`src/rtl/rtc_timer_if.sv`:
```
// rtc_timer_if: command strobes, tick and status lines between IOT decode and the interval timer
interface rtc_timer_if #(parameter int WIDTH = 12);
    logic             tick;
    logic [WIDTH-1:0] data_in;
    logic             load;
    logic             start;
    logic             stop;
    logic             repeat_in;
    logic             clr_flag;
    logic             ie_wr;
    logic             ie_in;
    logic [WIDTH-1:0] count;
    logic             running;
    logic             flag;
    logic             irq;
    logic             overrun;
    modport master (
        output tick, data_in, load, start, stop, repeat_in, clr_flag, ie_wr, ie_in,
        input  count, running, flag, irq, overrun
    );
    modport slave (
        input  tick, data_in, load, start, stop, repeat_in, clr_flag, ie_wr, ie_in,
        output count, running, flag, irq, overrun
    );
endinterface

```
`src/rtl/rtc_timer.sv`:
```
// rtc_timer: programmable tick-interval timer with sticky flag, interrupt gating and one-shot/repeat modes
// Define RTC_OVERRUN_EN to build the overrun register; otherwise overrun is tied to 0.
module rtc_timer #(parameter int WIDTH = 12) (
    input logic       clock,
    input logic       reset,
    rtc_timer_if.slave bus
);
    typedef enum logic {IDLE, RUN} state_t;
    state_t           state, state_n;
    logic [WIDTH-1:0] preset, count, count_n;
    logic             mode, ie, flag;
    logic             term, idle_load;
    assign term      = state == RUN && bus.tick && !bus.start && !bus.stop && count == WIDTH'(1);
    assign idle_load = bus.load && state == IDLE && !bus.start;
    // Next state and next count: stop beats start, start beats counting, ticks only count in RUN
    always_comb begin
        state_n = state;
        count_n = count;
        if (bus.stop)
            state_n = IDLE;
        else if (bus.start)
            state_n = RUN;
        else if (term && !mode)
            state_n = IDLE;
        if (idle_load)
            count_n = bus.data_in;
        else if (bus.stop)
            count_n = count;
        else if (bus.start)
            count_n = bus.load ? bus.data_in : preset;
        else if (state == RUN && bus.tick)
            count_n = term ? (mode ? preset : '0) : count - WIDTH'(1);
    end
    // State register
    always_ff @(posedge clock)
        state <= reset ? IDLE : state_n;
    // Preset, counter, mode, interrupt enable and the sticky flag (clear applied before a new terminal count)
    always_ff @(posedge clock) begin
        if (reset) begin
            preset <= '0;
            count  <= '0;
            mode   <= 1'b0;
            ie     <= 1'b0;
            flag   <= 1'b0;
        end else begin
            if (bus.load)
                preset <= bus.data_in;
            if (bus.start && !bus.stop)
                mode <= bus.repeat_in;
            if (bus.ie_wr)
                ie <= bus.ie_in;
            count <= count_n;
            flag  <= term | (flag & ~bus.clr_flag);
        end
    end
`ifdef RTC_OVERRUN_EN
    logic overrun;
    // Overrun: a terminal count that finds the flag still set after any same-cycle clear
    always_ff @(posedge clock)
        overrun <= reset ? 1'b0 : ~bus.clr_flag & (overrun | (term & flag));
    assign bus.overrun = overrun;
`else
    assign bus.overrun = 1'b0;
`endif
    assign bus.count   = count;
    assign bus.running = state == RUN;
    assign bus.flag    = flag;
    assign bus.irq     = flag & ie;
endmodule
```
`src/flat_wrapper.sv`:
```
// flat-port wrapper written by rule: the top's interface ports become plain ports
module rtc_timer_flat 
#(parameter int WIDTH = 12)
  (clock, reset, bus_tick, bus_data_in, bus_load, bus_start, bus_stop, bus_repeat_in, bus_clr_flag, bus_ie_wr, bus_ie_in, bus_count, bus_running, bus_flag, bus_irq, bus_overrun);
  rtc_timer_if #(.WIDTH(WIDTH)) bus_i ();
  input logic clock;
  input logic reset;
  input wire logic [$bits(bus_i.tick)-1:0] bus_tick;
  input wire logic [$bits(bus_i.data_in)-1:0] bus_data_in;
  input wire logic [$bits(bus_i.load)-1:0] bus_load;
  input wire logic [$bits(bus_i.start)-1:0] bus_start;
  input wire logic [$bits(bus_i.stop)-1:0] bus_stop;
  input wire logic [$bits(bus_i.repeat_in)-1:0] bus_repeat_in;
  input wire logic [$bits(bus_i.clr_flag)-1:0] bus_clr_flag;
  input wire logic [$bits(bus_i.ie_wr)-1:0] bus_ie_wr;
  input wire logic [$bits(bus_i.ie_in)-1:0] bus_ie_in;
  output wire logic [$bits(bus_i.count)-1:0] bus_count;
  output wire logic [$bits(bus_i.running)-1:0] bus_running;
  output wire logic [$bits(bus_i.flag)-1:0] bus_flag;
  output wire logic [$bits(bus_i.irq)-1:0] bus_irq;
  output wire logic [$bits(bus_i.overrun)-1:0] bus_overrun;
  assign bus_i.tick = bus_tick;
  assign bus_i.data_in = bus_data_in;
  assign bus_i.load = bus_load;
  assign bus_i.start = bus_start;
  assign bus_i.stop = bus_stop;
  assign bus_i.repeat_in = bus_repeat_in;
  assign bus_i.clr_flag = bus_clr_flag;
  assign bus_i.ie_wr = bus_ie_wr;
  assign bus_i.ie_in = bus_ie_in;
  assign bus_count = bus_i.count;
  assign bus_running = bus_i.running;
  assign bus_flag = bus_i.flag;
  assign bus_irq = bus_i.irq;
  assign bus_overrun = bus_i.overrun;
  rtc_timer #(.WIDTH(WIDTH)) u_core (.clock(clock), .reset(reset), .bus(bus_i));
endmodule
```
`config.mk`:
```
export PLATFORM = sky130hd
export DESIGN_NAME = rtc_timer_flat
export DESIGN_NICKNAME = d
export VERILOG_FILES = /design/src/rtl/rtc_timer_if.sv /design/src/rtl/rtc_timer.sv /design/src/flat_wrapper.sv
export SDC_FILE = /design/constraint.sdc
export NUM_CORES = 1
export LEC_CHECK = 0
export BUFFER_PORTS_ARGS = -buffer_cell sky130_fd_sc_hd__buf_2
export CORE_MARGIN = 4
export CORE_UTILIZATION = 51
export DETAILED_ROUTE_END_ITERATION = 12
export GPL_TIMING_DRIVEN = 0
export PLACE_DENSITY = 0.81
export SLEW_MARGIN = 20
export SYNTH_ARGS = -nofsm -noshare
export SYNTH_HDL_FRONTEND = slang
export SYNTH_SLANG_ARGS = --single-unit
export TNS_END_PERCENT = 10
```
`constraint.sdc`:
```
create_clock -name clock -period 2.9 [get_ports clock]
set_clock_uncertainty 0.2 [all_clocks]
set_input_delay 0.58 -clock clock [delete_from_list [all_inputs] [get_ports clock]]
set_output_delay 0.58 -clock clock [all_outputs]
set_load 0.03 [all_outputs]
```
==> results.py <==
metrics = {
    "status": {
        "outcome": "completed",
    },
    "min_path": {
        "holdPathStages": 2,
        "min_path_type": "primary input to flip-flop",
        "hold_end": "u_core.bus.running$_SDFFE_PP0P_",
        "hp-start": "bus_stop",
    },
    "pwr": {
        "p_sw_w": 0.000329,
        "clkPwrFrac": 0.263,
        "p_comb_frac": 0.291,
        "swShare": 0.330,
        "p_seq_frac": 0.447,
        "p_int_w": 0.000667,
        "ir_worst_vdd_uv": 307,
        "p_leak_nw": 0.836,
        "power_density_nw_per_um2": 502,
    },
    "cts": {
        "post_cts_buffers": 0,
        "cts.clk_slew.worst_paths_ps": 160,
        "cts_root_buf": "clkbuf_4",
        "numCtsBuffers": 3,
        "holdBufCountCts": 0,
        "cts_tree": "yes",
        "clkLatencyLatePin_ps": 340,
        "cts.path.max_buffers": 2,
        "clock-sinks": 28,
        "cts_resized": 0,
        "h-tree-depth": 1,
    },
    "floorplan": {
        "start_util": 0.545,
        "rows": 20,
        "fp.dieArea_sq_um": 4330,
        "die_w_um": 65.8,
        "die_y_um": 65.8,
        "io_pins": 38,
        "coreArea_sq_um": 3130,
    },
    "sta": {
        "hold_ws_ps": 260,
        "post-route-period-util": 0.854,
        "setup_ws_ps": 423,
        "maxSlewHeadroom": 0.404,
        "maxSlewViolCount": 0,
        "setup_violations": 0,
        "fin_tns_setup_ps": 0,
        "tightest_slew_ps": 885,
        "rsz0062_at_grt": "no",
        "post-route-min-period_ps": 2480,
        "fmaxAchievable_ghz": 0.404,
        "hold_viol_final": 0,
    },
    "global_routing": {
        "grt_max_degree": 17,
        "grt_pass1_vias": 1631,
        "grt_pass1_wl_um": 7790,
        "antenna_found_initial": 0,
        "grt_overflow_total": 0,
        "grt_usage": 0.233,
    },
    "synth": {
        "ys.flop_type": "dfxtp_1",
        "synth_edf_count": 0,
        "avgSynthCellArea_sq_um": 8.36,
        "ys_types": 52,
        "synthCells": 204,
        "netlist_area_sq_um": 1710,
        "yosysSeqAreaShare": 0.329,
        "ys_seq_elements": 28,
        "yosys_warnings": 0,
        "syn-num-nets": 228,
        "synthArstFlopShare": 0,
    },
    "layout": {
        "drive_gt1_frac": 0.240,
        "fin_nets": 267,
        "diodes": 0,
        "area.growth.synth_to_final_pct": 16.3,
        "final_cell_mix": "buf_2, nor2_1, dfxtp_1, nand2_1, mux2i_1",
        "fill_cells": 302,
        "final_common_cell": "buf_2",
    },
    "setup_path": {
        "worstPathRequired_ps": 2920,
        "r2r_end": "u_core.bus.count[6]$_SDFFE_PP0P_",
        "rr_worst_depth": 7,
        "crit_chain": "ha_1, or4b_4, nor4_4, buf_6, a21oi_1, a211oi_1, a211oi_1",
        "critical_path_buf_inv_count": 1,
        "crit_fanout": 10,
        "start_kind": "flip-flop",
        "r2r_slack_ps": 420,
        "crit-reg2reg-launch": "u_core.bus.count[0]$_SDFFE_PP0P_",
        "criticalPathCategory": "flip-flop to flip-flop",
        "cpMaxStageDelayCell": "or4b_4",
        "critical_path.most_common_cell": "a211oi_1",
        "worst_ep_arrival_time_ps": 2500,
        "cpPeakStageDelay_ps": 490,
        "cp_top_family": "simple AND/OR/NAND/NOR gates",
        "endpoint_kind": "flip-flop",
    },
    "flow_run": {
        "maxCapViolations": 0,
    },
    "placement": {
        "gp_congestion": 0.905,
        "dp_slack_ps": 284,
        "dp_hpwl_um": 3480,
        "io_buffers": 34,
    },
    "route": {
        "wire_per_inst_um": 16.5,
        "via_per_inst": 6.05,
        "drtAntennaViolNets": 0,
        "vias": 1730,
        "drcViolationCount": 0,
        "drt_iter0_drc": 155,
        "dr.pass1.iters": 4,
        "wirelength_um": 4720,
    },
}
==> layout make-up <==
| type | instances | area, sq um | area share |
|---|---|---|---|
| Timing Repair Buffer | 34 | 170 | 0.0858 |
| Tap cell | 44 | 55.1 | 0.0278 |
| Clock inverter | 1 | 30.0 | 0.0151 |
| Multi-Input combinational cell | 158 | 1040 | 0.526 |
| Sequential cell | 28 | 561 | 0.283 |
| Inverter | 6 | 22.5 | 0.0114 |
| Clock buffer | 3 | 22.5 | 0.0114 |
| Buffer | 12 | 80.1 | 0.0404 |
==> kinds of logic after synthesis <==
| logic type | share of synthesized area |
|---|---|
| adders and majority gates | 0.0147 |
| muxes | 0.0888 |
| other | 0.00220 |
| AOI/OAI and AO/OA | 0.228 |
| buffers and inverters | 0.0602 |
| DFF | 0.329 |
| xor gates and xnor gates | 0.0205 |
| and+or+nand+nor | 0.257 |
==> per-layer routing <==
layer / routed length, um / part of all wire / vias up / track usage
met5: 0 / 0 / - / 0
met1: 1980 / 0.42 / 806 / 0.301
li1: - / - / 833 / -
met4: 68 / 0.014 / 0 / 0.0751
met2: 2260 / 0.48 / 81 / 0.372
met3: 400 / 0.085 / 10 / 0.0646
==> worst max-delay path by stage <==
stage | start | slack (ps) | endpoint | cells past startpoint
2_1_floorplan | bus_start | 480 | u_core.bus.count[6]$_SDFFE_PP0P_ | 7
4_1_cts | u_core.bus.count[0]$_SDFFE_PP0P_ | 430 | u_core.bus.count[6]$_SDFFE_PP0P_ | 7
5_1_grt | u_core.bus.count[0]$_SDFFE_PP0P_ | 170 | u_core.bus.count[6]$_SDFFE_PP0P_ | 7
3_5_place_dp | bus_start | 280 | u_core.bus.count[6]$_SDFFE_PP0P_ | 7
3_3_place_gp | bus_start | 300 | u_core.bus.count[6]$_SDFFE_PP0P_ | 7
6_report | u_core.bus.count[0]$_SDFFE_PP0P_ | 420 | u_core.bus.count[6]$_SDFFE_PP0P_ | 7
==> registers in the layout (all words and copies together) (netlist names) <==
name	flops
u_core.bus.count	12
u_core.bus.flag	1
u_core.bus.running	1
u_core.ie	1
u_core.mode	1
u_core.preset	12
==> synthesized netlist by cell type (2+ instances only) <==
| cell | n | area [sq um] |
|---|---|---|
| and2_1 | 4 | 25.0 |
| a211oi_1 | 4 | 30.0 |
| or3b_2 | 2 | 17.5 |
| xnor2_1 | 3 | 26.3 |
| nand2_1 | 15 | 56.3 |
| o21ai_0 | 9 | 45.0 |
| nand2b_1 | 2 | 12.5 |
| inv_1 | 6 | 22.5 |
| buf_6 | 3 | 33.8 |
| and3_1 | 2 | 12.5 |
| nand3_1 | 3 | 15.0 |
| o31ai_1 | 5 | 37.5 |
| a31oi_1 | 4 | 25.0 |
| nor2_1 | 30 | 113 |
| a311oi_1 | 4 | 35.0 |
| nor4b_1 | 2 | 17.5 |
| mux2i_1 | 14 | 140 |
| nor3_1 | 5 | 25.0 |
| or3_1 | 4 | 25.0 |
| a21oi_1 | 12 | 60.1 |
| ha_1 | 2 | 25.0 |
| clkbuf_1 | 5 | 18.8 |
| buf_4 | 3 | 22.5 |
| o211ai_1 | 4 | 30.0 |
| or4_1 | 2 | 15.0 |
| o221ai_1 | 2 | 17.5 |
| dfxtp_1 | 28 | 561 |
==> stage by stage <==
step	instance area [sq um]	power [W]	util	instances
after global placement	1930	0.000729	0.617	282
after detailed placement	1930	0.000737	0.617	282
final	1980	0.000996	0.634	286
after global routing	1980	0.00104	0.634	286
after floorplan	1710	0.000657	-	204
after CTS	1980	0.000997	0.634	286
==> power by group through the flow <==
stage                     Clock [W]  Sequential, W  Combinational [W]
after floorplan                   0       0.000476           0.000181
after global placement            0       0.000450           0.000279
after detailed placement          0       0.000452           0.000286
after CTS                  0.000266       0.000443           0.000288
after global routing       0.000277       0.000450           0.000317
final                      0.000261       0.000445           0.000290
Note: power is estimated with default switching activity, not from simulation.
